--- config.mk ---
export PLATFORM = sky130hd
export DESIGN_NAME = count_sequencer
export DESIGN_NICKNAME = d
export VERILOG_FILES = /design/src/rtl/count_sequencer.sv
export SDC_FILE = /design/constraint.sdc
export NUM_CORES = 1
export LEC_CHECK = 0
export BUFFER_PORTS_ARGS = -buffer_cell sky130_fd_sc_hd__buf_4
export CAP_MARGIN = 20
export CORE_UTILIZATION = 50
export DETAILED_ROUTE_END_ITERATION = 16
export GPL_TIMING_DRIVEN = 0
export PLACE_DENSITY_LB_ADDON = 0.12
export SYNTH_ARGS = -nofsm -noshare
export SYNTH_HDL_FRONTEND = slang
export SYNTH_SLANG_ARGS = --single-unit
--- constraint.sdc ---
create_clock -name clk -period 3.2 [get_ports clk]
set_input_delay 0.64 -clock clk [delete_from_list [all_inputs] [get_ports clk]]
set_output_delay 0.64 -clock clk [all_outputs]
set_load 0.02 [all_outputs]
--- src/rtl/count_sequencer.sv ---
// Start/stop/pause sequencer around a WIDTH-bit up-counter with one-shot or periodic terminal count.
// Optional count prescaler enabled by defining COUNT_SEQUENCER_PRESCALE_EN.
module count_sequencer #(
  parameter int WIDTH        = 4,
  parameter int PRESCALE_DIV = 4
) (
  input  logic             clk,
  input  logic             rst_n,
  input  logic             start,
  input  logic             stop,
  input  logic             pause,
  input  logic             mode,
  input  logic [WIDTH-1:0] limit,
  output logic [WIDTH-1:0] count,
  output logic             busy,
  output logic             done,
  output logic             tc
);

  typedef enum logic [1:0] {
    ST_IDLE = 2'd0,
    ST_RUN  = 2'd1,
    ST_HOLD = 2'd2
  } state_t;

  state_t           state_r, state_s;
  logic [WIDTH-1:0] count_r, count_s;
  logic [WIDTH-1:0] limit_r, limit_s;
  logic             mode_r, mode_s;
  logic             busy_r, busy_s;
  logic             done_r, done_s;
  logic             tc_r, tc_s;
  logic             tick_s;

`ifdef COUNT_SEQUENCER_PRESCALE_EN
  localparam int PW = (PRESCALE_DIV > 1) ? $clog2(PRESCALE_DIV) : 1;
  logic [PW-1:0] presc_r, presc_s;

  // advance only on the last prescaler phase
  assign tick_s = (presc_r == PW'(PRESCALE_DIV - 1));

  // prescaler phase register
  always_ff @(posedge clk or negedge rst_n) begin
    if (!rst_n) begin
      presc_r <= {PW{1'b0}};
    end else begin
      presc_r <= presc_s;
    end
  end
`else
  // prescaler bypassed: every unpaused RUN cycle advances, divide value has no effect
  assign tick_s = (PRESCALE_DIV != 0) | 1'b1;
`endif

  // next-state, datapath and output pulse decode
  always_comb begin
    state_s = state_r;
    count_s = count_r;
    limit_s = limit_r;
    mode_s  = mode_r;
    done_s  = 1'b0;
    tc_s    = 1'b0;
`ifdef COUNT_SEQUENCER_PRESCALE_EN
    presc_s = presc_r;
`endif
    case (state_r)
      ST_IDLE: begin
        if (start && !stop) begin
          state_s = ST_RUN;
          count_s = {WIDTH{1'b0}};
          limit_s = limit;
          mode_s  = mode;
`ifdef COUNT_SEQUENCER_PRESCALE_EN
          presc_s = {PW{1'b0}};
`endif
        end else begin
          state_s = ST_IDLE;
        end
      end
      ST_RUN: begin
        if (stop) begin
          state_s = ST_IDLE;
          count_s = {WIDTH{1'b0}};
`ifdef COUNT_SEQUENCER_PRESCALE_EN
          presc_s = {PW{1'b0}};
`endif
        end else if (pause) begin
          state_s = ST_HOLD;
        end else if (tick_s) begin
`ifdef COUNT_SEQUENCER_PRESCALE_EN
          presc_s = {PW{1'b0}};
`endif
          // terminal reached: wrap only through this rule, never by overflow
          if (count_r == limit_r) begin
            if (mode_r) begin
              count_s = {WIDTH{1'b0}};
              tc_s    = 1'b1;
            end else begin
              done_s  = 1'b1;
              state_s = ST_IDLE;
            end
          end else begin
            count_s = count_r + WIDTH'(1);
          end
        end else begin
`ifdef COUNT_SEQUENCER_PRESCALE_EN
          presc_s = presc_r + PW'(1);
`endif
        end
      end
      ST_HOLD: begin
        if (stop) begin
          state_s = ST_IDLE;
          count_s = {WIDTH{1'b0}};
`ifdef COUNT_SEQUENCER_PRESCALE_EN
          presc_s = {PW{1'b0}};
`endif
        end else if (!pause) begin
          state_s = ST_RUN;
        end else begin
          state_s = ST_HOLD;
        end
      end
      default: begin
        state_s = ST_IDLE;
        count_s = {WIDTH{1'b0}};
      end
    endcase
    busy_s = (state_s != ST_IDLE);
  end

  // state, count, latched configuration and registered outputs
  always_ff @(posedge clk or negedge rst_n) begin
    if (!rst_n) begin
      state_r <= ST_IDLE;
      count_r <= {WIDTH{1'b0}};
      limit_r <= {WIDTH{1'b0}};
      mode_r  <= 1'b0;
      busy_r  <= 1'b0;
      done_r  <= 1'b0;
      tc_r    <= 1'b0;
    end else begin
      state_r <= state_s;
      count_r <= count_s;
      limit_r <= limit_s;
      mode_r  <= mode_s;
      busy_r  <= busy_s;
      done_r  <= done_s;
      tc_r    <= tc_s;
    end
  end

  assign count = count_r;
  assign busy  = busy_r;
  assign done  = done_r;
  assign tc    = tc_r;

endmodule

==> reports/qor.csv, run 1 <==
metric,value,unit
antenna violations before repair,0,
CP Capture Point,count[2],
Worst setup SP type,flip-flop,
post-route ant nets,0,
Design Power,0.448,mW
synth unique cells,30,
gp weighted congestion,0.715,
fmax,0.568,GHz
M1 wire length,570,um
Max-Slew Margin vs Limit,72.1,%
P_sw,0.129,mW
Worst-Margin Slew,417,ps
Worst Path Max Fanout,7,
Max Cap Viol,0,
metal2 WL,674,um
Iter 0 DRT Violations,2,
CTS Sinks,14,
WP data required,3380,ps
fin crit period,1760,ps
static leakage,0.427,nW
Crit-path slowest cell,dfrtp_1,
FF-to-FF path depth,5,
final setup fails,0,
maximum vdd drop,330,uV
total number of vias,516,
CP Class,flip-flop to flip-flop,
clk slew on worst S/H paths,90,ps
startpoint of the worst-slack reg-to-reg timing path,state_r[1],
drt first pass iters,3,
clock latency on the worst-skew pair,290,ps
max layer used,met4,
layout cells sized above 1,46.8,%
Hold WC Path Type,input port to asynchronous set/reset pin,
max incr delay on CP,440,ps
RSZ-0062 raised after global routing,false,
routed length per placed instance,14.4,um
row count,13,
"critical path, cell by cell",nor2_1 -> nand2_1 -> nor2_2 -> a211oi_4 -> a221o_2,
DP Wirelength,995,um
Slew Limit Fails,0,
Mapped Cells,57,
TritonCTS clock tree,done,
die area,1570,um2
post-synthesis sequential area ratio,49.5,%
# DRC,0,
CTS resizes,0,
num ports,17,
"Setup Fix Bufs, Post-CTS",0,
reg2reg end,count[2],
Post-Route Setup TNS,0,ps
Sw Share,28.8,%
syn_nets,68,
syn_area_per_cell,12.4,um2
clock root cell,clkbuf_4,
Longest Clk Path Bufs,2,
WHS,184,ps
"commonest non-fill, non-tap cells in the layout","16 x buf_4, 14 x dfrtp_1, 6 x mux2_2, 4 x xor2_1",
Yosys reg bits,14,
sequential share of power,47.7,%
total wire length,1330,um
"Hold Violations, Final",0,
"most common cell after layout, fill and taps aside",buf_4,
Logic pwr share,23.3,%
Yosys warnings,0,
starting density of the core,54.4,%
Crit. End Element,flip-flop,
vias in the first global route,477,
CTS Hold Bufs,0,
CP arrival,1940,ps
Nets,89,
Chip Height,39.6,um
I/O Buffers,16,
area grow syn2layout,24.7,%
Mapped Area,708,um2
Clock Skews,1.41,ps
core area,1300,um2
Power Dens Cells,507,nW/um2
vias per inst,5.61,
H-tree depth,1,
r2r setup slk,1440,ps
grt ovf,0,
fill count,113,
first-pass GRT wire length,2010,um
GRT Overall Usage,20.5,%
Inserted Clock Buffers,3,
Internal Pwr Total,0.319,mW
Final Cycle Share,55.0,%
critical path launch point,state_r[1],
Clock Power Share,29.1,%
diode count,0,
status,completed,
largest net degree at the start of global routing,15,
met3 WL,55,um
die width,39.6,um
[cell families after synthesis]
family          synth area share [%]
mux                             9.54
flops                           49.5
fa+ha+maj                       1.77
xor+xnor                        6.18
buf+inv                         1.77
simple gates                    17.8
compound gates                  13.4
[stage by stage]
stage / area (um2) / util, % / setup WS, ps / instances
after floorplan: 708 / - / 1420 / 57
after global placement: 847 / 65.1 / 1170 / 88
after detailed placement: 847 / 65.1 / 1150 / 88
after CTS: 883 / 67.9 / 1440 / 92
after global routing: 883 / 67.9 / 1340 / 92
final: 883 / 67.9 / 1440 / 92
[layout make-up]
cell class	instances	area (um2)	area share [%]
Tap cell	15	18.8	2.12
Clock buffer	4	36.3	4.11
Buffer	1	5.00	0.567
Timing Repair Buffer	16	120	13.6
Multi-Input combinational cell	40	345	39.1
Sequential cell	14	350	39.7
Inverter	2	7.51	0.850
[worst min-delay path by stage]
| stage | from | end | slack, ps |
|---|---|---|---|
| final | rst_n | count[2] | 180 |
| after global routing | rst_n | limit_r[2] | 180 |
| after CTS | rst_n | count[2] | 180 |
| after detailed placement | rst_n | limit_r[0] | 500 |
| after global placement | rst_n | limit_r[0] | 500 |
| after floorplan | rst_n | busy | 340 |
[power by group through the flow]
| stage | Sequential, mW | Combinational [mW] | Clock (mW) |
|---|---|---|---|
| after global routing | 0.217 | 0.113 | 0.140 |
| after detailed placement | 0.218 | 0.105 | 0 |
| final | 0.213 | 0.104 | 0.130 |
| after global placement | 0.217 | 0.102 | 0 |
| after floorplan | 0.218 | 0.0717 | 0 |
| after CTS | 0.214 | 0.105 | 0.133 |
[cell usage after synthesis (all sizes together)]
cell / number / area, um2
nand3: 1 / 5.00
nor2b: 1 / 6.26
o21ai: 1 / 5.00
a22o: 1 / 10.0
a32o: 1 / 10.0
ha: 1 / 12.5
nor4: 1 / 21.3
buf: 1 / 5.00
xnor2: 1 / 8.76
nor3b: 1 / 7.51
a21oi: 1 / 5.00
a211oi: 2 / 27.5
a31oi: 1 / 6.26
nand2: 3 / 11.3
nor4b: 2 / 17.5
and3: 1 / 7.51
a221o: 1 / 11.3
nand2b: 1 / 13.8
o31a: 1 / 10.0
nor3: 1 / 5.00
xor2: 4 / 35.0
dfrtp: 14 / 350
a211o: 1 / 10.0
inv: 2 / 7.51
nor2: 4 / 17.5
nand3b: 1 / 7.51
or3: 1 / 6.26
mux2: 6 / 67.6
[registers in the layout (all words and copies together), names as in the netlist]
signal / cells
count: 4
state_r: 2
limit_r: 4
done: 1
tc: 1
mode_r: 1
busy: 1
[metal layers]
metal / GRT usage, % / up-vias
met4: 12.9 / 0
met5: 0 / -
met1: 23.9 / 250
li1: - / 250
met2: 34.0 / 14
met3: 3.41 / 2
[worst max-delay path: cells and delay by family, from the launching register on]
family / cells / cell delay (ps)
simple gates: 3 / 740
flops: 1 / 440
compound gates: 2 / 470
Note: power is estimated with default switching activity, not from simulation.
==> inputs of run 2 (changes only) <==
--- a/config.mk
+++ b/config.mk
@@ -7,7 +7,7 @@
 export LEC_CHECK = 0
 export BUFFER_PORTS_ARGS = -buffer_cell sky130_fd_sc_hd__buf_4
 export CAP_MARGIN = 20
-export CORE_UTILIZATION = 50
+export CORE_UTILIZATION = 45
 export DETAILED_ROUTE_END_ITERATION = 16
 export GPL_TIMING_DRIVEN = 0
 export PLACE_DENSITY_LB_ADDON = 0.12
==> constraint.sdc (replaced) <==
create_clock -name clk -period 1.55 [get_ports clk]
set_input_delay 0.31 -clock clk [delete_from_list [all_inputs] [get_ports clk]]
set_output_delay 0.31 -clock clk [all_outputs]
set_load 0.02 [all_outputs]
==> reports/qor.csv, run 2 (synthesis gave the netlist of run 1 again) <==
metric,value,unit,change
RSZ-0062 raised after global routing,true,,
CP Class,flip-flop to flip-flop,,
vias per inst,5.58,,-0.48%
Chip Height,41.7,um,+5.1%
failing checks,setup timing,,
num ports,17,,unchanged
Max Cap Viol,0,,unchanged
WP data required,1770,ps,-1610 ps
fmax,0.604,GHz,+6.4%
Design Power,0.967,mW,+120%
final setup fails,4,,+4
placed cell area,850,um2,+0.30%
Cells after DPL,88,,unchanged
Hold WC Path Type,input port to flip-flop,,
hold path depth,2,,
total wire length,1380,um,+4.1%
Longest Clk Path Bufs,2,,unchanged
Worst setup SP type,flip-flop,,
"critical path, cell by cell",xor2_1 -> nor4_4 -> buf_4 -> nand2b_4 -> a211oi_4 -> a221o_2,,
Crit-path slowest cell,dfrtp_1,,
Max-Slew Margin vs Limit,75.2,%,+3.1 points
GRT Overall Usage,19.3,%,-1.1 points
post-route ant nets,0,,unchanged
diode count,0,,unchanged
Power Dens Cells,998,nW/um2,+97%
total number of vias,547,,+6.0%
Nets,95,,+6.7%
Inserted Clock Buffers,3,,unchanged
CTS Sinks,14,,unchanged
Iter 0 DRT Violations,13,,+11
row count,13,,unchanged
core area,1380,um2,+6.3%
H-tree depth,1,,unchanged
CP arrival,1880,ps,-60 ps
Final Instance Area,970,um2,+9.8%
clk slew on worst S/H paths,90,ps,about the same
die area,1740,um2,+11%
Slew Limit Fails,0,,unchanged
area grow syn2layout,36.9,%,
startpoint of the worst-slack reg-to-reg timing path,limit_r[1],,
grt ovf,0,,unchanged
"commonest non-fill, non-tap cells in the layout","20 x buf_4, 11 x dfrtp_1, 5 x mux2_2, 4 x xor2_1",,
TritonCTS clock tree,done,,
starting density of the core,51.2,%,-3.2 points
gp weighted congestion,0.782,,+9.4%
clock root cell,clkbuf_4,,
fin crit period,1660,ps,-106 ps
routed length per placed instance,14.1,um,-2.2%
Crit. End Element,flip-flop,,
post-route insts no fill,98,,+6.5%
"most common cell after layout, fill and taps aside",buf_4,,
Post-Place Worst Slack,-198,ps,-1350 ps
status,"finished, violations left",,
layout cells sized above 1,55.4,%,+8.7 points
# DRC,0,,unchanged
FF-to-FF path depth,6,,+1
maximum vdd drop,769,uV,+130%
"Hold Violations, Final",0,,unchanged
critical path launch point,limit_r[1],,
I/O Buffers,16,,unchanged
die width,41.7,um,+5.1%
post-route worst setup slack,-106,ps,-1540 ps
largest net degree at the start of global routing,15,,unchanged
max incr delay on CP,400,ps,-40 ps
min-delay src,stop,,
Clock Skews,1.12,ps,-0.291 ps
Worst-Margin Slew,368,ps,-49.8 ps
static leakage,0.459,nW,+7.5%
Final Cycle Share,107,%,+52 points
DP Wirelength,907,um,-8.9%
vias in the first global route,560,,+17%
Worst Path Max Fanout,4,,-3
antenna violations before repair,0,,unchanged
clock latency on the worst-skew pair,280,ps,about the same
first-pass GRT wire length,2540,um,+26%
drt first pass iters,4,,+1
## run 2: metal layers
metal  up-vias  routed length (um)  global-route usage (%)
li1        261                   -                       -
met1       270                 690                    27.8
met2        14                 622                    28.4
met3         2                  55                    5.22
met4         0                  14                    5.81
met5         -                   0                       0
## run 2: cell type report
cell class | count | area [um2]
Tap cell | 15 | 18.8
Multi-Input combinational cell | 40 | 368
Clock buffer | 4 | 36.3
Fill cell | 103 | 413
Buffer | 1 | 5.00
Timing Repair Buffer | 22 | 180
Inverter | 2 | 7.51
Sequential cell | 14 | 354
## run 2: worst paths after layout
path | slack [ps] | to
setup / recovery | -110 | count[2]
hold / removal | 240 | state_r[1]
setup reg to reg | -110 | count[2]
hold reg to reg | 540 | limit_r[2]
max in group asynchronous | 970 | state_r[1]
min in group asynchronous | 410 | done
## run 2: what timing repair did
| action | CTS | global route |
|---|---|---|
| resized for setup | 3 | 3 |
| hold endpoints to repair | 14 | 0 |
| pin swaps | 5 | 2 |
| buffers inserted | 4 | 1 |
| hold buffers | 1 | 0 |
| endpoints found under the setup margin | 11 | 11 |
## run 2: where the power goes
part	switching (mW)	internal [mW]
combinational	0.123	0.138
sequential	0.0289	0.409
clock	0.125	0.143
## run 2: per-stage QoR
stage | setup TNS, ps | utilization, % | hold WS [ps]
after floorplan | -383 | - | 14.4
after global placement | -975 | 61.4 | 166
after detailed placement | -1330 | 61.4 | 166
after CTS | -267 | 68.0 | 222
after global routing | -698 | 70.1 | 238
final | -361 | 70.1 | 235
## run 2: worst max-delay path: cells and delay by family, from the launching register on
family / cells / cell delay (ps)
compound gates: 2 / 480
xor+xnor: 1 / 190
flops: 1 / 400
buf+inv: 1 / 170
simple gates: 2 / 350
==> inputs of run 3 (changes only) <==
--- a/config.mk
+++ b/config.mk
@@ -7,6 +7,7 @@
 export LEC_CHECK = 0
 export BUFFER_PORTS_ARGS = -buffer_cell sky130_fd_sc_hd__buf_4
 export CAP_MARGIN = 20
+export CORE_MARGIN = 3
 export CORE_UTILIZATION = 45
 export DETAILED_ROUTE_END_ITERATION = 16
 export GPL_TIMING_DRIVEN = 0
==> reports/qor.csv, run 3 (synthesis gave the netlist of run 1 again) <==
metric,value,unit,change
grt ovf,0,,unchanged
WP data required,1780,ps,about the same
diode count,0,,unchanged
Worst-Margin Slew,352,ps,-15.1 ps
status,"finished, violations left",,
clock latency on the worst-skew pair,290,ps,about the same
final setup fails,4,,unchanged
antenna violations before repair,0,,unchanged
max layer used,met3,,
Worst setup SP type,flip-flop,,
Hold WC Path Type,input port to flip-flop,,
post-route ant nets,0,,unchanged
DP Wirelength,970,um,+6.9%
fin crit period,1650,ps,-6.68 ps
starting density of the core,51.2,%,unchanged
Cells after DPL,88,,unchanged
metal2 WL,628,um,+0.96%
Worst Path Max Fanout,5,,+1
clk slew on worst S/H paths,90,ps,about the same
area grow syn2layout,36.0,%,
CP Class,flip-flop to flip-flop,,
failing checks,setup timing,,
layout cells sized above 1,54.9,%,-0.54 points
fill count,102,,-0.97%
die width,45.7,um,+9.6%
Chip Height,45.7,um,+9.6%
"most common cell after layout, fill and taps aside",buf_4,,
Iter 0 DRT Violations,4,,-9
"commonest non-fill, non-tap cells in the layout","19 x buf_4, 11 x dfrtp_1, 5 x mux2_2, 4 x xor2_1",,
TritonCTS clock tree,done,,
sequential share of power,48.2,%,+2.9 points
static leakage,0.449,nW,-2.0%
drt first pass iters,4,,unchanged
Final Cycle Share,106,%,-0.43 points
I/O Buffers,16,,unchanged
Sw Share,29.2,%,+0.52 points
Power Dens Cells,944,nW/um2,-5.4%
met3 WL,96,um,+75%
r2r setup slk,-100,ps,about the same
RSZ-0062 raised after global routing,true,,
H-tree depth,1,,unchanged
maximum vdd drop,619,uV,-20%
total wire length,1340,um,-2.7%
Post-Route Setup TNS,-367,ps,-5.96 ps
fmax,0.606,GHz,+0.40%
Crit. End Element,flip-flop,,
CP arrival,1880,ps,about the same
M1 wire length,620,um,-10%
Clock Skews,12.3,ps,+11.2 ps
Nets,94,,-1.1%
# DRC,0,,unchanged
Slew Limit Fails,0,,unchanged
GRT Overall Usage,15.7,%,-3.6 points
num ports,17,,unchanged
post-route insts no fill,97,,-1.0%
WHS,238,ps,+2.96 ps
vias per inst,5.56,,-0.45%
largest net degree at the start of global routing,15,,unchanged
first-pass GRT wire length,2240,um,-12%
Max-Slew Margin vs Limit,76.3,%,+1.0 points
Max Cap Viol,0,,unchanged
Longest Clk Path Bufs,2,,unchanged
clock root cell,clkbuf_4,,
vias in the first global route,511,,-8.8%
gp weighted congestion,0.712,,-9.0%
Internal Pwr Total,0.644,mW,-6.7%
Logic pwr share,28.2,%,+1.2 points
die area,2090,um2,+20%
routed length per placed instance,13.9,um,-1.7%
"Hold Violations, Final",0,,unchanged
Inserted Clock Buffers,3,,unchanged
row count,13,,unchanged
core area,1380,um2,unchanged
CTS Sinks,14,,unchanged
Clock Power Share,23.6,%,-4.1 points
P_sw,0.266,mW,-4.3%
total number of vias,539,,-1.5%
post-route worst setup slack,-98.8,ps,+6.68 ps
## run 3: changes by cell type in the layout (fill, tap and decap cells not counted)
cell	previous run	this run
clkbuf_1	0	1
nand2_2	0	1
clkbuf_8	1	0
a31oi_2	1	0
nand2_1	3	2
buf_4	20	19
a31oi_4	0	1
## run 3: what timing repair did
action | in CTS | in global routing
buffers inserted | 3 | 1
hold buffers | 1 | 0
gates resized for setup | 3 | 5
hold endpoints to repair | 14 | 0
pin swaps | 3 | 1
cloned | 0 | 0
endpoints found under the setup margin | 11 | 10
## run 3: cell type report
cell class	instances	area (um2)	area share, %
inverters	2	7.51	0.779
flip-flops and latches	14	354	36.8
plain buffers	1	5.00	0.519
multi-input cells	40	379	39.4
well taps	15	18.8	1.95
clock buffers	4	26.3	2.73
repair buffers	21	173	17.9
## run 3: worst paths after layout
path | endpoint | depth (start not counted) | startpoint
worst max register to register | count[2] | 6 | count[1]
worst max-delay path | count[2] | 6 | count[1]
min in group asynchronous | busy | 2 | rst_n
max in group asynchronous | state_r[1] | 2 | rst_n
worst min register to register | limit_r[2] | 1 | limit_r[2]
worst min-delay path | state_r[1] | 2 | stop
## run 3: power by group through the flow
stage	clock, mW	combinational [mW]	sequential (mW)
finish	0.214	0.257	0.438
global route	0.238	0.277	0.446
CTS	0.217	0.240	0.438
detailed placement	0	0.214	0.449
global placement	0	0.209	0.447
floorplan	0	0.148	0.451
## run 3: worst max-delay path: stages, from the launching register on
cell and delay (ps):
dfrtp_1 410, xor2_1 170, nor4_4 270, buf_4 180, nand2b_4 80, a211oi_4 280
a221o_2 200
## run 3: metrics by stage
step	util (%)	setup slack, ps	power (mW)	instance area, um2
floorplan	-	-98.5	0.599	711
detailed placement	61.4	-221	0.663	850
global route	69.7	-148	0.961	963
finish	69.7	-98.8	0.909	963
CTS	66.7	-102	0.894	922
global placement	61.4	-160	0.655	850
## run 3: routing by layer
metal / GRT usage (%) / vias up
li1: - / 260
met1: 20.7 / 260
met2: 23.4 / 19
met3: 7.11 / 0
met4: 3.51 / 0
met5: 0 / -
